## src/rtl/alu_op_sequencer.sv

```systemverilog
// Valid/ready front end for a combinational 4-bit ALU: registers operands, waits a settle window,
// captures R/overflow into a response slot. Optional op counter under `ALU_SEQ_STATS_EN.
module alu_op_sequencer #(
  parameter int unsigned WIDTH         = 4,
  parameter int unsigned MODE_W        = 3,
  parameter int unsigned SETTLE_CYCLES = 1
) (
  input  logic              clk,
  input  logic              rst_n,
`ifdef ALU_SEQ_STATS_EN
  output logic [7:0]        op_count_o,
`endif
  input  logic              req_valid_i,
  output logic              req_ready_o,
  input  logic [WIDTH-1:0]  req_a_i,
  input  logic [WIDTH-1:0]  req_b_i,
  input  logic              req_c_i,
  input  logic [MODE_W-1:0] req_mode_i,
  output logic [WIDTH-1:0]  alu_a_o,
  output logic [WIDTH-1:0]  alu_b_o,
  output logic              alu_c_o,
  output logic [MODE_W-1:0] alu_mode_o,
  input  logic [WIDTH-1:0]  alu_r_i,
  input  logic              alu_ovf_i,
  output logic              resp_valid_o,
  input  logic              resp_ready_i,
  output logic [WIDTH-1:0]  resp_r_o,
  output logic              resp_ovf_o
);

  if (SETTLE_CYCLES < 1 || SETTLE_CYCLES > 15) begin : gen_bad_settle
    $error("SETTLE_CYCLES must be in 1..15");
  end

  localparam logic [3:0] CntInit = 4'(SETTLE_CYCLES - 1);

  typedef enum logic [1:0] {StIdle, StDrive, StResp} state_e;

  state_e              state_q, state_d;
  logic [3:0]          cnt_q, cnt_d;
  logic [WIDTH-1:0]    alu_a_q, alu_a_d, alu_b_q, alu_b_d;
  logic                alu_c_q, alu_c_d;
  logic [MODE_W-1:0]   alu_mode_q, alu_mode_d;
  logic [WIDTH-1:0]    resp_r_q, resp_r_d;
  logic                resp_ovf_q, resp_ovf_d;
  logic                resp_hs;

  assign req_ready_o  = (state_q == StIdle);
  assign resp_valid_o = (state_q == StResp);
  assign resp_hs      = resp_valid_o && resp_ready_i;

  always_comb begin
    state_d    = state_q;
    cnt_d      = cnt_q;
    alu_a_d    = alu_a_q;
    alu_b_d    = alu_b_q;
    alu_c_d    = alu_c_q;
    alu_mode_d = alu_mode_q;
    resp_r_d   = resp_r_q;
    resp_ovf_d = resp_ovf_q;
    unique case (state_q)
      StIdle: begin
        if (req_valid_i) begin
          alu_a_d    = req_a_i;
          alu_b_d    = req_b_i;
          alu_c_d    = req_c_i;
          alu_mode_d = req_mode_i;
          cnt_d      = CntInit;
          state_d    = StDrive;
        end
      end
      StDrive: begin
        if (cnt_q == 4'd0) begin
          resp_r_d   = alu_r_i;
          resp_ovf_d = alu_ovf_i;
          state_d    = StResp;
        end else begin
          cnt_d = cnt_q - 4'd1;
        end
      end
      StResp: begin
        // A request pending in this cycle is not taken; req_ready is low until IDLE.
        if (resp_hs) state_d = StIdle;
      end
      default: state_d = StIdle;
    endcase
  end

  always_ff @(posedge clk or negedge rst_n) begin
    if (!rst_n) begin
      state_q    <= StIdle;
      cnt_q      <= 4'd0;
      alu_a_q    <= '0;
      alu_b_q    <= '0;
      alu_c_q    <= 1'b0;
      alu_mode_q <= '0;
      resp_r_q   <= '0;
      resp_ovf_q <= 1'b0;
    end else begin
      state_q    <= state_d;
      cnt_q      <= cnt_d;
      alu_a_q    <= alu_a_d;
      alu_b_q    <= alu_b_d;
      alu_c_q    <= alu_c_d;
      alu_mode_q <= alu_mode_d;
      resp_r_q   <= resp_r_d;
      resp_ovf_q <= resp_ovf_d;
    end
  end

  assign alu_a_o    = alu_a_q;
  assign alu_b_o    = alu_b_q;
  assign alu_c_o    = alu_c_q;
  assign alu_mode_o = alu_mode_q;
  assign resp_r_o   = resp_r_q;
  assign resp_ovf_o = resp_ovf_q;

`ifdef ALU_SEQ_STATS_EN
  logic [7:0] op_count_q, op_count_d;

  always_comb begin
    op_count_d = op_count_q;
    if (resp_hs && op_count_q != 8'hFF) op_count_d = op_count_q + 8'd1;
  end

  always_ff @(posedge clk or negedge rst_n) begin
    if (!rst_n) op_count_q <= 8'd0;
    else        op_count_q <= op_count_d;
  end

  assign op_count_o = op_count_q;
`endif

endmodule

```

## config.mk

```make
export PLATFORM = sky130hd
export DESIGN_NAME = alu_op_sequencer
export DESIGN_NICKNAME = d
export VERILOG_FILES = /design/src/rtl/alu_op_sequencer.sv
export SDC_FILE = /design/constraint.sdc
export NUM_CORES = 1
export LEC_CHECK = 0
export ABC_AREA = 1
export CELL_PAD_IN_SITES_DETAIL_PLACEMENT = 0
export CELL_PAD_IN_SITES_GLOBAL_PLACEMENT = 1
export CORE_MARGIN = 2
export CORE_UTILIZATION = 25
export DETAILED_ROUTE_END_ITERATION = 6
export PLACE_DENSITY = 0.7
export SLEW_MARGIN = 20
export SYNTH_ARGS = -nofsm -noshare
export SYNTH_HDL_FRONTEND = slang
export SYNTH_SLANG_ARGS = --single-unit
```

## constraint.sdc

```tcl
create_clock -name clk -period 2.1 [get_ports clk]
set_clock_uncertainty 0.15 [all_clocks]
set_input_delay 0.21 -clock clk [delete_from_list [all_inputs] [get_ports clk]]
set_output_delay 0.21 -clock clk [all_outputs]
set_load 0.005 [all_outputs]
```

==> results of run 1 <==
per-layer routing:
metal | vias to the layer above | track usage (%) | part of all wire, %
met2 | 28 | 19.9 | 52
met3 | 4 | 3.78 | 7.2
met5 | - | 0 | 0
met1 | 407 | 12.5 | 39
met4 | 0 | 3.00 | 0.83
li1 | 437 | - | -
flip-flops by register name, indices dropped and copies added (netlist names):
register / cells
alu_a_o: 4
alu_b_o: 4
alu_c_o: 1
alu_mode_o: 3
cnt_q: 4
resp_ovf_o: 1
resp_r_o: 4
state_q: 2
cells in the mapped netlist:
| master | instances | area share [%] |
|---|---|---|
| a21oi_1 | 1 | 0.49 |
| nand4_2 | 1 | 1.2 |
| inv_2 | 1 | 0.37 |
| nand2_1 | 32 | 12 |
| o21ai_2 | 5 | 4.3 |
| ha_1 | 1 | 1.2 |
| nand4_1 | 1 | 0.61 |
| inv_1 | 10 | 3.7 |
| nand2_2 | 6 | 3.7 |
| buf_2 | 1 | 0.49 |
| nor3_1 | 1 | 0.49 |
| buf_6 | 1 | 1.1 |
| nor2_1 | 2 | 0.74 |
| nand3_1 | 18 | 8.8 |
| o31ai_1 | 1 | 0.74 |
| buf_4 | 1 | 0.74 |
| nor2_4 | 1 | 1.1 |
| o21ai_1 | 2 | 0.98 |
| dfrtp_1 | 23 | 56 |
| clkbuf_1 | 1 | 0.37 |
| nor2_2 | 1 | 0.61 |
area by class of cell:
cell class / instances / area share, %
clock buffer: 3 / 2.73
timing repair buffer: 42 / 27.3
clock inverter: 1 / 0.331
multi-input combinational: 73 / 24.8
inverter: 11 / 2.73
sequential: 23 / 38.0
tap: 50 / 4.13
cells by family (layout without fill, tap and decap cells):
kind of cell	after synthesis	count (layout)
AO/OA/AOI/OAI	9	9
AND/OR/NAND/NOR	63	63
adder cells (fa/ha/maj)	1	1
flip-flops	23	23
buffers and inverters	15	57
through the flow:
stage               util (%)  total power [W]  hold slack, ns
floorplan                  -          0.00131          -0.236
global placement        37.0          0.00178           0.306
detailed placement      37.0          0.00181           0.312
CTS                     38.1          0.00209           0.145
global route            38.1          0.00225           0.171
finish                  38.1          0.00206           0.139
power groups by stage:
stage | Sequential (W) | Combinational, W | Clock [W]
floorplan | 0.000793 | 0.000519 | 0
global placement | 0.000787 | 0.000996 | 0
detailed placement | 0.000793 | 0.00101 | 0
CTS | 0.000791 | 0.00102 | 0.000285
global route | 0.000816 | 0.00113 | 0.000299
finish | 0.000791 | 0.000994 | 0.000272
final timing paths:
check | startpoint | end | slack (ns) | cells past startpoint
worst max register to register | cnt_q[0] | resp_r_o[3] | 0.50 | 5
worst max-delay path | state_q[1] | req_ready_o | 0.22 | 2
worst min-delay path | rst_n | alu_mode_o[2] | 0.14 | 2
max in group asynchronous | rst_n | cnt_q[1] | 1.43 | 2
worst min register to register | alu_b_o[3] | alu_b_o[3] | 0.33 | 2
min in group clk | alu_b_o[3] | alu_b_o[3] | 0.33 | 2
critical path, cell delays in order, from the launching register on:
cell	delay, ns
dfrtp_1	0.45
nor2_2	0.25
clkdlybuf4s50_1	0.55
==> impl_results.md, run 1 <==
* CTS Buf Count at 3
* First-pass GRT wire length at 3820 um
* Io pins at 40
* Vias/cell at 4.32
* Fin cells at 203
* Largest family of logic cells by synthesized area: simple AND/OR/NAND/NOR gates
* Post-Synthesis Cell Area at 1020 um^2
* Clock power frac at 13.2%
* Final ANT Viol Nets at 0
* GRT overflow at 0
* Post-CTS Setup Bufs at 0
* Synthesis-stage register bit count at 23
* Worst Setup End Kind: primary output
* Max Root-Sink Buffers at 2
* Seq/Total Area, Yosys at 56.4%
* Setup TNS at 0 ns
* Netlist cell types at 21
* P&R area growth vs syn at 48.5%
* Fmax achieved at 531 MHz
* Layout cell share with drive strength beyond 1 at 14.4%
* Initial Util at 25.7%
* Largest net degree at the start of global routing at 24
* Worst setup margin at 0.217 ns
* H-tree Lvls at 1
* Area of the multi-input gates at 375 um^2
* I/O Buffers at 39
* Slew HR at 72.6%
* Part of the power in combinational logic at 48.3%
* Placed cell count at 199
* WP data required at 1.74 ns
* Core area at 3970 um^2
* Clk root buf: clkbuf_8
* Die ar. at 4610 um^2
* Dpl ws at 0.490 ns
* Via count at 876
* Die Y at 67.9 um
* Highest-count cells in the layout ignoring fill and taps: clkdlybuf4s50_1, nand2_1, dfrtp_1, nand3_1, inv_1
* Clk pin slew, worst setup/hold paths at 0.08 ns
* Maximum VDD drop at 0.000447 V
* Crit Path Max Fanout at 5
* Latest clock arrival within the worst-skew pair at 0.26 ns
* GPL Wtd Cong at 0.743
* Period utilization at 89.7%
* Nets at 176
* Register Area at 576 um^2
* Synth Area in Adders at 1.23%
* Most common cell after layout, fill and taps aside: clkdlybuf4s50_1
* Flop pwr share at 38.5%
* Global Route Usage Sum at 11.1%
* Final HPWL DP at 1760 um
* Minimum clock period at 1.88 ns
* Sw frac at 36.2%
* Gate Count Post-Synth at 111
* Final hold viol count at 0
* Pwr/cell area at 1360 nW/um^2
* Post-synthesis simple-gate area fraction at 29.1%
* Post-CTS resize count at 0
* Maxcap violations at 0
* Design area at 1510 um^2
* Die width at 67.9 um
* CTS tree: yes
* Hold Crit Class: in -> async
* Row Count at 23
* Leak Pwr at 0.717 nW
* Antenna fix cells at 0
* RSZ-0062 raised after global routing: false
* Initial antenna violation count at 0
* CTS hold repair buffers at 0
* Post-synthesis xor/xnor area fraction at 0%
* Max Slew Vio Count at 0
* Iter 0 DRT Violations at 26
* DP Area at 1470 um^2
* Net count after synthesis at 133
* Mux share of post-synthesis cell area at 0%
* Internal at 0.00131 W
* Sw power at 0.000745 W
* Setup crit start kind: register
* Final wirelength at 2300 um
* Post-Syn Area per Cell at 9.19 um^2
* Post-synthesis compound-gate area fraction at 6.50%
* DRC errors left at 0
* WL per Instance at 11.3 um
* Vias in the first global route at 902
* Filler Cell Count at 405
* Status: finished, final reports clean
* CTS Sinks at 23
* Worst Max-Slew Pin Slew at 0.410 ns
* First-pass DRT Iterations at 4
* # setup viols final at 0
* CP Class: reg -> out
* Crit path DAT at 1.52 ns
* Warnings, synthesis at 0
Power figures use the tool's default switching activity.
==> run 2: changes to the inputs <==
--- a/config.mk
+++ b/config.mk
@@ -9,9 +9,9 @@
 export CELL_PAD_IN_SITES_DETAIL_PLACEMENT = 0
 export CELL_PAD_IN_SITES_GLOBAL_PLACEMENT = 1
 export CORE_MARGIN = 2
-export CORE_UTILIZATION = 25
+export CORE_UTILIZATION = 33
 export DETAILED_ROUTE_END_ITERATION = 6
-export PLACE_DENSITY = 0.7
+export PLACE_DENSITY = 0.88
 export SLEW_MARGIN = 20
 export SYNTH_ARGS = -nofsm -noshare
 export SYNTH_HDL_FRONTEND = slang
==> impl_results.md, run 2 (same netlist as run 1, synthesis figures left out) <==
* Slew HR at 72.8% (+0.26 points)
* Met1 Use GR at 16.2% (+3.7 points)
* Largest net degree at the start of global routing at 24 (unchanged)
* WL per Instance at 11.8 um (+4.5%)
* Final hold viol count at 0 (unchanged)
* Internal at 0.00125 W (-4.8%)
* H-tree Lvls at 1 (unchanged)
* Design area at 1470 um^2 (-2.6%)
* Largest incremental delay on the critical path at 0.56 ns (about the same)
* Most common cell after layout, fill and taps aside: clkdlybuf4s50_1
* GPL Wtd Cong at 0.763 (+2.6%)
* Crit Path Max Fanout at 5 (unchanged)
* RSZ-0062 raised after global routing: false
* Buffers & Inverters on Critical Path at 1 (unchanged)
* Global Route Usage Sum at 13.7% (+2.6 points)
* Latest clock arrival within the worst-skew pair at 0.30 ns (+0.04 ns)
* Hold Crit Class: in -> async
* P&R area growth vs syn at 44.5%
* CTS Sinks at 23 (unchanged)
* Setup TNS at 0 ns (unchanged)
* Initial Util at 34.0% (+8.3 points)
* Core area at 3000 um^2 (-24%)
* Iter 0 DRT Violations at 24 (-7.7%)
* Flop pwr share at 39.8% (+1.3 points)
* Worst Max-Slew Pin Slew at 0.406 ns (-0.00389 ns)
* Minimum clock period at 1.92 ns (+0.0324 ns)
* Register Area at 576 um^2 (unchanged)
* Met2 Use GR at 23.1% (+3.2 points)
* # setup viols final at 0 (unchanged)
* Critical path's top delay family: buffers and inverters
* Maximum VDD drop at 0.000523 V (+17%)
* Setup crit start kind: register
* Io pins at 40 (unchanged)
* Antenna fix cells at 0 (unchanged)
* Crit path max-delay cell type: clkdlybuf4s50_1
* Maxcap violations at 0 (unchanged)
* Pwr/cell area at 1350 nW/um^2 (-0.99%)
* DRC errors left at 0 (unchanged)
* Via count at 897 (+2.4%)
* Initial antenna violation count at 0 (unchanged)
* Area of the multi-input gates at 375 um^2 (unchanged)
* Vias/cell at 4.82 (+12%)
* R2R setup slack at 0.47 ns (-0.03 ns)
* Nets at 176 (unchanged)
* Final ANT Viol Nets at 0 (unchanged)
* Clk pin slew, worst setup/hold paths at 0.12 ns (+0.04 ns)
* Final HPWL DP at 1680 um (-4.4%)
* Post-CTS Setup Bufs at 0 (unchanged)
* Sw frac at 37.0% (+0.80 points)
* Filler Cell Count at 279 (-31%)
* Highest-count cells in the layout ignoring fill and taps: clkdlybuf4s50_1, nand2_1, dfrtp_1, nand3_1, inv_1
* Met3 Usage GRT at 3.71% (-0.071 points)
* Fmax achieved at 522 MHz (-1.7%)
* Placed cell count at 182 (-8.5%)
* Sw power at 0.000734 W (-1.5%)
* Worst Setup End Kind: primary output
* Clock power frac at 10.1% (-3.1 points)
* Row Count at 20 (-13%)
* Die width at 59.6 um (-12%)
* Leak Pwr at 0.710 nW (-1.1%)
* Crit path DAT at 1.56 ns (+0.04 ns)
* Period utilization at 91.2% (+1.5 points)
* DP Area at 1450 um^2 (-1.4%)
* Vias in the first global route at 888 (-1.6%)
* GRT overflow at 0 (unchanged)
* WP data required at 1.74 ns (about the same)
* Clk root buf: clkbuf_4
* CTS hold repair buffers at 0 (unchanged)
* I/O Buffers at 39 (unchanged)
* Fin cells at 186 (-8.4%)
* Crit-path cells: nor2_2 > clkdlybuf4s50_1
* Worst r2r dst: resp_r_o[0]
* Status: finished, final reports clean
* Layout cell share with drive strength beyond 1 at 14.4% (unchanged)
* Die ar. at 3550 um^2 (-23%)
* Die Y at 59.6 um (-12%)
* CTS tree: yes
* Hold WS at 0.0931 ns (-0.0459 ns)
* First-pass DRT Iterations at 4 (unchanged)
* Post-CTS resize count at 0 (unchanged)
* FF-to-FF path depth at 5 (unchanged)
* CP Class: reg -> out
* CTS Buf Count at 3 (unchanged)
* Part of the power in combinational logic at 50.1% (+1.8 points)
* Layer with the highest usage: met2
* First-pass GRT wire length at 3660 um (-4.0%)
* Final wirelength at 2200 um (-4.3%)
* Total power at 0.00198 W (-3.6%)
* R2R Path Start: cnt_q[0]
* Max Root-Sink Buffers at 2 (unchanged)
* Max Slew Vio Count at 0 (unchanged)
==> run 2: routing by layer <==
metal | vias up | wire (um)
met3 | 2 | 172
li1 | 439 | -
met2 | 33 | 1090
met5 | - | 0
met4 | 0 | 12
met1 | 423 | 921
==> run 2: worst max-delay path by stage <==
stage / from / end / cells after the start
finish: state_q[1] / req_ready_o / 2
global route: state_q[1] / req_ready_o / 2
CTS: state_q[1] / req_ready_o / 2
detailed placement: cnt_q[0] / resp_r_o[0] / 5
global placement: state_q[1] / req_ready_o / 2
floorplan: cnt_q[0] / cnt_q[3] / 7
==> run 2: power groups by stage <==
stage / sequential, W / clock (W) / combinational (W)
after floorplan: 0.000793 / 0 / 0.000519
after global placement: 0.000785 / 0 / 0.000986
after detailed placement: 0.000795 / 0 / 0.00101
after CTS: 0.000790 / 0.000211 / 0.00101
after global routing: 0.000813 / 0.000227 / 0.00111
final: 0.000789 / 0.000200 / 0.000993
==> run 2: layout make-up <==
| cell class | instances | area share (%) |
|---|---|---|
| timing repair buffer | 42 | 28.0 |
| sequential | 23 | 39.0 |
| tap | 33 | 2.80 |
| inverter | 11 | 2.80 |
| clock buffer | 3 | 1.53 |
| clock inverter | 1 | 0.340 |
| multi-input combinational | 73 | 25.5 |
==> run 2: metrics by stage <==
step / util [%] / setup WS, ns
after floorplan: - / 0.773
after global placement: 48.2 / 0.541
after detailed placement: 48.2 / 0.482
after CTS: 49.1 / 0.164
after global routing: 49.1 / 0.0871
final: 49.1 / 0.185
==> run 3: changes to the inputs <==
--- a/config.mk
+++ b/config.mk
@@ -10,8 +10,10 @@
 export CELL_PAD_IN_SITES_GLOBAL_PLACEMENT = 1
 export CORE_MARGIN = 2
 export CORE_UTILIZATION = 33
+export CTS_CLUSTER_DIAMETER = 80
 export DETAILED_ROUTE_END_ITERATION = 6
 export PLACE_DENSITY = 0.88
+export SKIP_CTS_REPAIR_TIMING = 1
 export SLEW_MARGIN = 20
 export SYNTH_ARGS = -nofsm -noshare
 export SYNTH_HDL_FRONTEND = slang
==> results of run 3 <==
The final DEF is identical to that of run 2; final timing and power are the same.
